<file path="config.mk">
export PLATFORM = sky130hd
export DESIGN_NAME = hazard_ctrl_unit
export DESIGN_NICKNAME = d
export VERILOG_FILES = /design/src/rtl/hazard_ctrl_unit.sv
export SDC_FILE = /design/constraint.sdc
export NUM_CORES = 1
export LEC_CHECK = 0
export ABC_CLOCK_PERIOD_IN_PS = 6600
export CAP_MARGIN = 20
export CORE_MARGIN = 2
export CORE_UTILIZATION = 30
export DETAILED_ROUTE_END_ITERATION = 10
export PLACE_DENSITY = 0.56
export SYNTH_ARGS = -nofsm -noshare
export SYNTH_HDL_FRONTEND = slang
export SYNTH_SLANG_ARGS = --single-unit
</file>
<file path="constraint.sdc">
create_clock -name clk -period 6.6 [get_ports clk]
set_clock_uncertainty 0.05 [all_clocks]
set_input_delay 1.98 -clock clk [delete_from_list [all_inputs] [get_ports clk]]
set_output_delay 1.98 -clock clk [all_outputs]
set_load 0.03 [all_outputs]
</file>
<file path="src/rtl/hazard_ctrl_unit.sv">
// Load-use, branch-flush and memory-freeze hazard control beside the ID stage.
// Combinational outputs from registered state; a freeze from data memory overrides all other actions.
module hazard_ctrl_unit #(
    parameter int REG_AW            = 5,
    parameter int LOAD_STALL_CYCLES = 1,
    parameter int CNT_W             = 16
) (
    input  logic              clk,
    input  logic              rst_n,
    input  logic [REG_AW-1:0] id_rs1,
    input  logic [REG_AW-1:0] id_rs2,
    input  logic              id_uses_rs1,
    input  logic              id_uses_rs2,
    input  logic [REG_AW-1:0] ex_rd,
    input  logic              ex_mem_read,
    input  logic              branch_taken,
    input  logic              mem_busy,
    output logic              pc_write,
    output logic              if_id_write,
    output logic              id_ex_bubble,
    output logic              flush_if_id,
    output logic              flush_id_ex,
    output logic              freeze,
    output logic [CNT_W-1:0]  stall_count,
    output logic [CNT_W-1:0]  flush_count
);

    localparam int RW = $clog2(LOAD_STALL_CYCLES + 1);
    localparam logic [RW-1:0] REMAIN_INIT = RW'(LOAD_STALL_CYCLES - 1);

    typedef enum logic {IDLE, STALL} state_t;

    state_t            state_q, state_d;
    logic [RW-1:0]     remain_q, remain_d;
    logic [CNT_W-1:0]  stall_cnt_q, stall_cnt_d;
    logic [CNT_W-1:0]  flush_cnt_q, flush_cnt_d;
    logic              hazard;

    assign hazard = ex_mem_read && (ex_rd != '0) &&
                    ((id_uses_rs1 && (id_rs1 == ex_rd)) ||
                     (id_uses_rs2 && (id_rs2 == ex_rd)));

    assign stall_count = stall_cnt_q;
    assign flush_count = flush_cnt_q;

    always_comb begin
        pc_write     = 1'b1;
        if_id_write  = 1'b1;
        id_ex_bubble = 1'b0;
        flush_if_id  = 1'b0;
        flush_id_ex  = 1'b0;
        freeze       = 1'b0;
        state_d      = state_q;
        remain_d     = remain_q;
        stall_cnt_d  = stall_cnt_q;
        flush_cnt_d  = flush_cnt_q;

        // Outputs stay at their defaults while reset is asserted.
        if (rst_n) begin
            if (mem_busy) begin
                freeze      = 1'b1;
                pc_write    = 1'b0;
                if_id_write = 1'b0;
            end else if (branch_taken) begin
                flush_if_id = 1'b1;
                flush_id_ex = 1'b1;
                state_d     = IDLE;
                remain_d    = '0;
                flush_cnt_d = (&flush_cnt_q) ? flush_cnt_q : flush_cnt_q + 1'b1;
            end else if ((state_q == STALL) || hazard) begin
                pc_write     = 1'b0;
                if_id_write  = 1'b0;
                id_ex_bubble = 1'b1;
                stall_cnt_d  = (&stall_cnt_q) ? stall_cnt_q : stall_cnt_q + 1'b1;
                if (state_q == STALL) begin
                    remain_d = remain_q - 1'b1;
                    if (remain_q == RW'(1)) begin
                        state_d = IDLE;
                    end
                end else if (LOAD_STALL_CYCLES > 1) begin
                    state_d  = STALL;
                    remain_d = REMAIN_INIT;
                end
            end
        end
    end

    always_ff @(posedge clk) begin
        if (!rst_n) begin
            state_q     <= IDLE;
            remain_q    <= '0;
            stall_cnt_q <= '0;
            flush_cnt_q <= '0;
        end else begin
            state_q     <= state_d;
            remain_q    <= remain_d;
            stall_cnt_q <= stall_cnt_d;
            flush_cnt_q <= flush_cnt_d;
        end
    end

endmodule

</file>
### Yosys cells after proc, flatten, opt, wreduce, memory -nomap -nowiden

Cells that the tools add are included.

| cells by class | value |
|---|---|
| add/subtract/negate cells | 3 |
| equality and inequality tests | 2 |
| multiplexer cells | 20 |
| bitwise operators | 4 |
| reduce and logical (&&, ||, !) cells | 15 |

Operators with widths:

| cell | count |
|---|---|
| $add 16x1->16 const B | 2 |
| $reduce_and 16->1 | 2 |
| $mux 1 | 20 |
| $eq 5x5->1 | 2 |
| $reduce_and 3->1 | 2 |
| $reduce_bool 5->1 | 1 |
| $logic_and 1x1->1 | 4 |
| $not 1->1 | 4 |
| $reduce_and 4->1 | 1 |
| $reduce_bool 2->1 | 2 |
| $logic_or 1x1->1 | 2 |
| $reduce_and 2->1 | 1 |
| $sub 1x1->1 const B | 1 |

| storage, ports and cells | value |
|---|---|
| flip-flop bits (word level) | 34 |
| input port bits | 22 |
| output and inout bits | 38 |
| word-level logic and storage cells | 48 |

### Logic depth before layout (Yosys ltp)

| depth | value |
|---|---|
| word-level depth | 9 |
| gate-level depth with buffers | 8 |
| depth with buffers taken out | 7 |

### Least setup slack after synthesis

OpenSTA, ideal clock, no wires.

| timing path | value |
|---|---|
| path type | input -> output |
| start point | input ex_rd[1] |
| end point | output pc_write |
| arrival time | 4.006 ns |
| required time | 4.570 ns |
| path slack | 0.564 ns |
| cell stages on the path | 6 |
| path buffers | 1 |
| cell sequence | or4_1 > o21ai_2 > o21a_1 > nor2_1 > o21ai_0 > buf_4 |

| between the ends | value |
|---|---|
| word-level cells in the longest chain between the ends | 9 |
| elaborated cells on any way between the ends | 13 |
| classes of those cells | eq/ne: 2; mux: 4; reduce/logical: 7 |

Ends and longest elaborated chain:

| element | RTL line | RTL |
|---|---|---|
| start, declared | 14 | `input logic [REG_AW-1:0] ex_rd,` |
| $eq 5x5->1, on equally long branches | 40, 41 |  |
| $logic_and 1x1->1, on equally long branches | 40, 41 |  |
| $logic_or 1x1->1 | 40 | `((id_uses_rs1 && (id_rs1 == ex_rd)) \|\|` |
| $logic_and 1x1->1 (*) | 39 | `assign hazard = ex_mem_read && (ex_rd != '0) &&` |
| $logic_or 1x1->1 (*) | 70 | `end else if ((state_q == STALL) \|\| hazard) begin` |
| $mux 1 (*) (4 in series) | n/a |  |
| end, declared | 18 | `output logic pc_write,` |

Mark *: on every way between the ends. The rest lies on a longest branch, timed or not.

### Worst setup path after layout

| timing path | value |
|---|---|
| start point | input ex_rd[2] |
| end point | output if_id_write |

| between the ends | value |
|---|---|
| word-level cells in the longest chain between the ends | 9 |
| elaborated cells on any way between the ends | 13 |
| classes of those cells | eq/ne: 2; mux: 4; reduce/logical: 7 |

Ends and longest elaborated chain:

| element | RTL line | RTL |
|---|---|---|
| $eq 5x5->1, on equally long branches | 40, 41 |  |
| $logic_and 1x1->1, on equally long branches | 40, 41 |  |
| $logic_or 1x1->1 | 40 |  |
| $logic_and 1x1->1 (*) | 39 |  |
| $logic_or 1x1->1 (*) | 70 |  |
| $mux 1 (*) | 70 |  |
| $mux 1 (*) | 64 | `end else if (branch_taken) begin` |
| $mux 1 (*) | 60 | `if (mem_busy) begin` |
| $mux 1 (*) | 59 | `if (rst_n) begin` |
| end, declared | 19 | `output logic if_id_write,` |

Marks and branches as above.

==> reports/results.txt <==
Gr busiest metal: met2
Syn Inst Count: 215
Critical Path AT: 4.47 ns
WHS Endpoint: remain_q$_SDFFE_PN0P_
Peak Freq: 154.0 MHz
CTS H-tree depth: 2
TritonCTS sink count: 34
Hold path cells: 2
Final HPWL from detailed placement: 3.459 mm
Final cell count without fillers: 353
Vias per Instance: 4.992
DIE AREA: 6703 um^2
Worst R2R Start: flush_count[0]$_SDFFE_PN0P_
Placed cell area: 2485 um^2
Avg WL per Cell: 13.54 um
Most common cell in the netlist: dfxtp_1
Actual slew at the worst max-slew pin: 0.5713 ns
Net count after synthesis: 239
Die extent in x: 81.87 um
Crit path time final: 6.496 ns
Setup TNS: 0 ns
Maximum root-to-sink buffer count: 2
Nets: 301
Main synth FF type: dfxtp_1
Type of the worst setup path: in2out
CP Max Fanout: 3
Largest area contributor in the netlist: dfxtp_1
CTS tree: done
Pre-CTS setup slack: 0.1219 ns
Tot GR Track Use: 14.79%
Outcome: complete, no violations
Max IR drop VDD: 0.08028 mV
Max_slew headroom: 61.56%
Setup WS post-layout: 0.1045 ns
Pwr dens: 160.9 nW/um^2
DRC Markers: 0
Yosys warnings: 0
Share of cells above drive strength 1: 6.115%
Clock Latency Late Sink: 0.29 ns
Ys async rst share: 0%
# diodes: 0
Fin Hold WS: 0.4433 ns
Register area: 680.7 um^2
First-pass GRT wire length: 7.707 mm
Rows: 28
Max-cap violations: 0
Vias in the first global route: 1674
Cells after DPL: 345
Unrepaired setup endpoints after global routing: no
DR iter-0 viols: 75
WL final: 4.779 mm
Final core occ: 43.81%
Pin count of the biggest net entering global routing: 33
GPL Wtd Cong: 0.7382
Worst reg2reg path depth: 7
Fill cell count: 620
Vias: 1762
Clk pin slew, worst setup/hold paths: 0.07 ns
Final hold vios: 0
Slew Limit Fails: 0
Multi-input gate area: 1082 um^2
Number of I/O pins: 60
HP Class: reg2reg
HP Start: remain_q$_SDFFE_PN0P_
Worst Setup End Kind: primary output
Share of Yosys cell area claimed by the top area cell type: 37.41%
Synth area leaders: dfxtp_1 (37%), xnor2_1 (8.2%), nor2_1 (5.4%)
CTS root buffer: clkbuf_8
Core area: 5886 um^2
Reg-to-reg endpoint: flush_count[12]$_SDFFE_PN0P_
Buffers on Ports: 59
Starting Density: 30.91%
Post-synth cell types: 35
Drt first pass iters: 4
Leak: 0.8771 nW
Num CTS Buffers: 5
Crit share post-route: 98.42%
Synth top cells by count: dfxtp_1 (34), nor2_1 (26), xnor2_1 (17)
Gr ovfl total: 0
Met3 Resource Use GR: 4.066%
Die Ht: 81.87 um
Initial antenna violation count: 0
Number of synthesized flops with an enable pin: 0
Avg Cell Area, Syn: 8.462 um^2
Tot Pwr: 0.4150 mW
Startpoint Class: primary input
Sequential share of the synthesized area: 37.41%
Final instance area: 2579 um^2
Synthesized area: 1819 um^2
Layout area overhead: 41.75%
Antenna-violating nets left: 0
Register bit total from synthesis: 34
# setup viols final: 0
R2r setup slk: 4.32 ns
Met1 GRT Util: 19.83%
WP data required: 4.57 ns
Routing usage on met2: 22.36%
## critical path, stage by stage
cell,delay (ns)
clkdlybuf4s50_1,0.48
or4_1,0.55
o21ai_2,0.21
o21a_1,0.18
nor2_1,0.04
o21ai_0,0.28
clkdlybuf4s50_1,0.74
## how the worst max path moves through the flow
stage | from | depth (start not counted) | slack, ns | endpoint
after floorplan | ex_rd[1] | 6 | 0.56 | pc_write
after global placement | ex_rd[2] | 7 | 0.15 | if_id_write
after detailed placement | ex_rd[2] | 7 | 0.12 | if_id_write
after CTS | ex_rd[2] | 7 | 0.10 | if_id_write
after global routing | ex_rd[2] | 7 | 0.01 | if_id_write
final | ex_rd[2] | 7 | 0.10 | if_id_write
## repair_timing
action                                  in CTS  in global routing
hold buffers                                 0                  0
endpoints found under the setup margin       0                  2
resized for setup                            0                  1
setup buffers                                0                  0
## layout make-up
| class | instances | area share (%) |
|---|---|---|
| repair buffers | 62 | 23.87 |
| clock inverters | 1 | 0.1941 |
| clock buffers | 7 | 3.348 |
| well taps | 75 | 3.639 |
| inverters | 4 | 0.5822 |
| flip-flops and latches | 34 | 26.39 |
| multi-input cells | 170 | 41.97 |
## power by group
part           internal [mW]  total [mW]  switching [mW]
Clock                 0.0842       0.162          0.0780
Sequential             0.206       0.207         0.00107
Combinational         0.0235      0.0459          0.0224
## state kept, by name (all words and copies together) (netlist names)
name,flops
state_q,1
remain_q,1
stall_count,16
flush_count,16
## metal layers
metal	vias up	share of wire [%]	routed length [um]
met4	0	1.2	59
met3	4	6.3	301
li1	885	-	-
met1	825	49	2334
met5	-	0	0
met2	48	44	2083
## kinds of logic after synthesis
family / share of synthesized area, %
AO/OA/AOI/OAI: 11.76
buffers and inverters: 3.094
flip-flops: 37.41
AND/OR/NAND/NOR: 31.71
multiplexers: 1.651
XOR/XNOR: 13.00
adder cells (fa/ha/maj): 1.375
## placed cells by master (no fill, tap or decap), types with 2 or more instances in the layout
cell             instances
or3_1                    7
xnor2_1                 17
xor2_1                  10
nand4_1                  7
or4_1                    6
and4_1                   5
nand3_1                 12
and3_4                   2
dfxtp_1                 34
o31ai_1                  5
clkbuf_8                 6
clkdlybuf4s50_1         58
nor2_1                  26
nor3_1                   4
inv_1                    4
nor2b_1                  2
a21oi_1                 13
nand2_1                 16
ha_1                     2
and3_1                   8
mux2i_1                  3
and2_1                   5
o21ai_0                  9
buf_4                    3
Power figures use the tool's default switching activity.
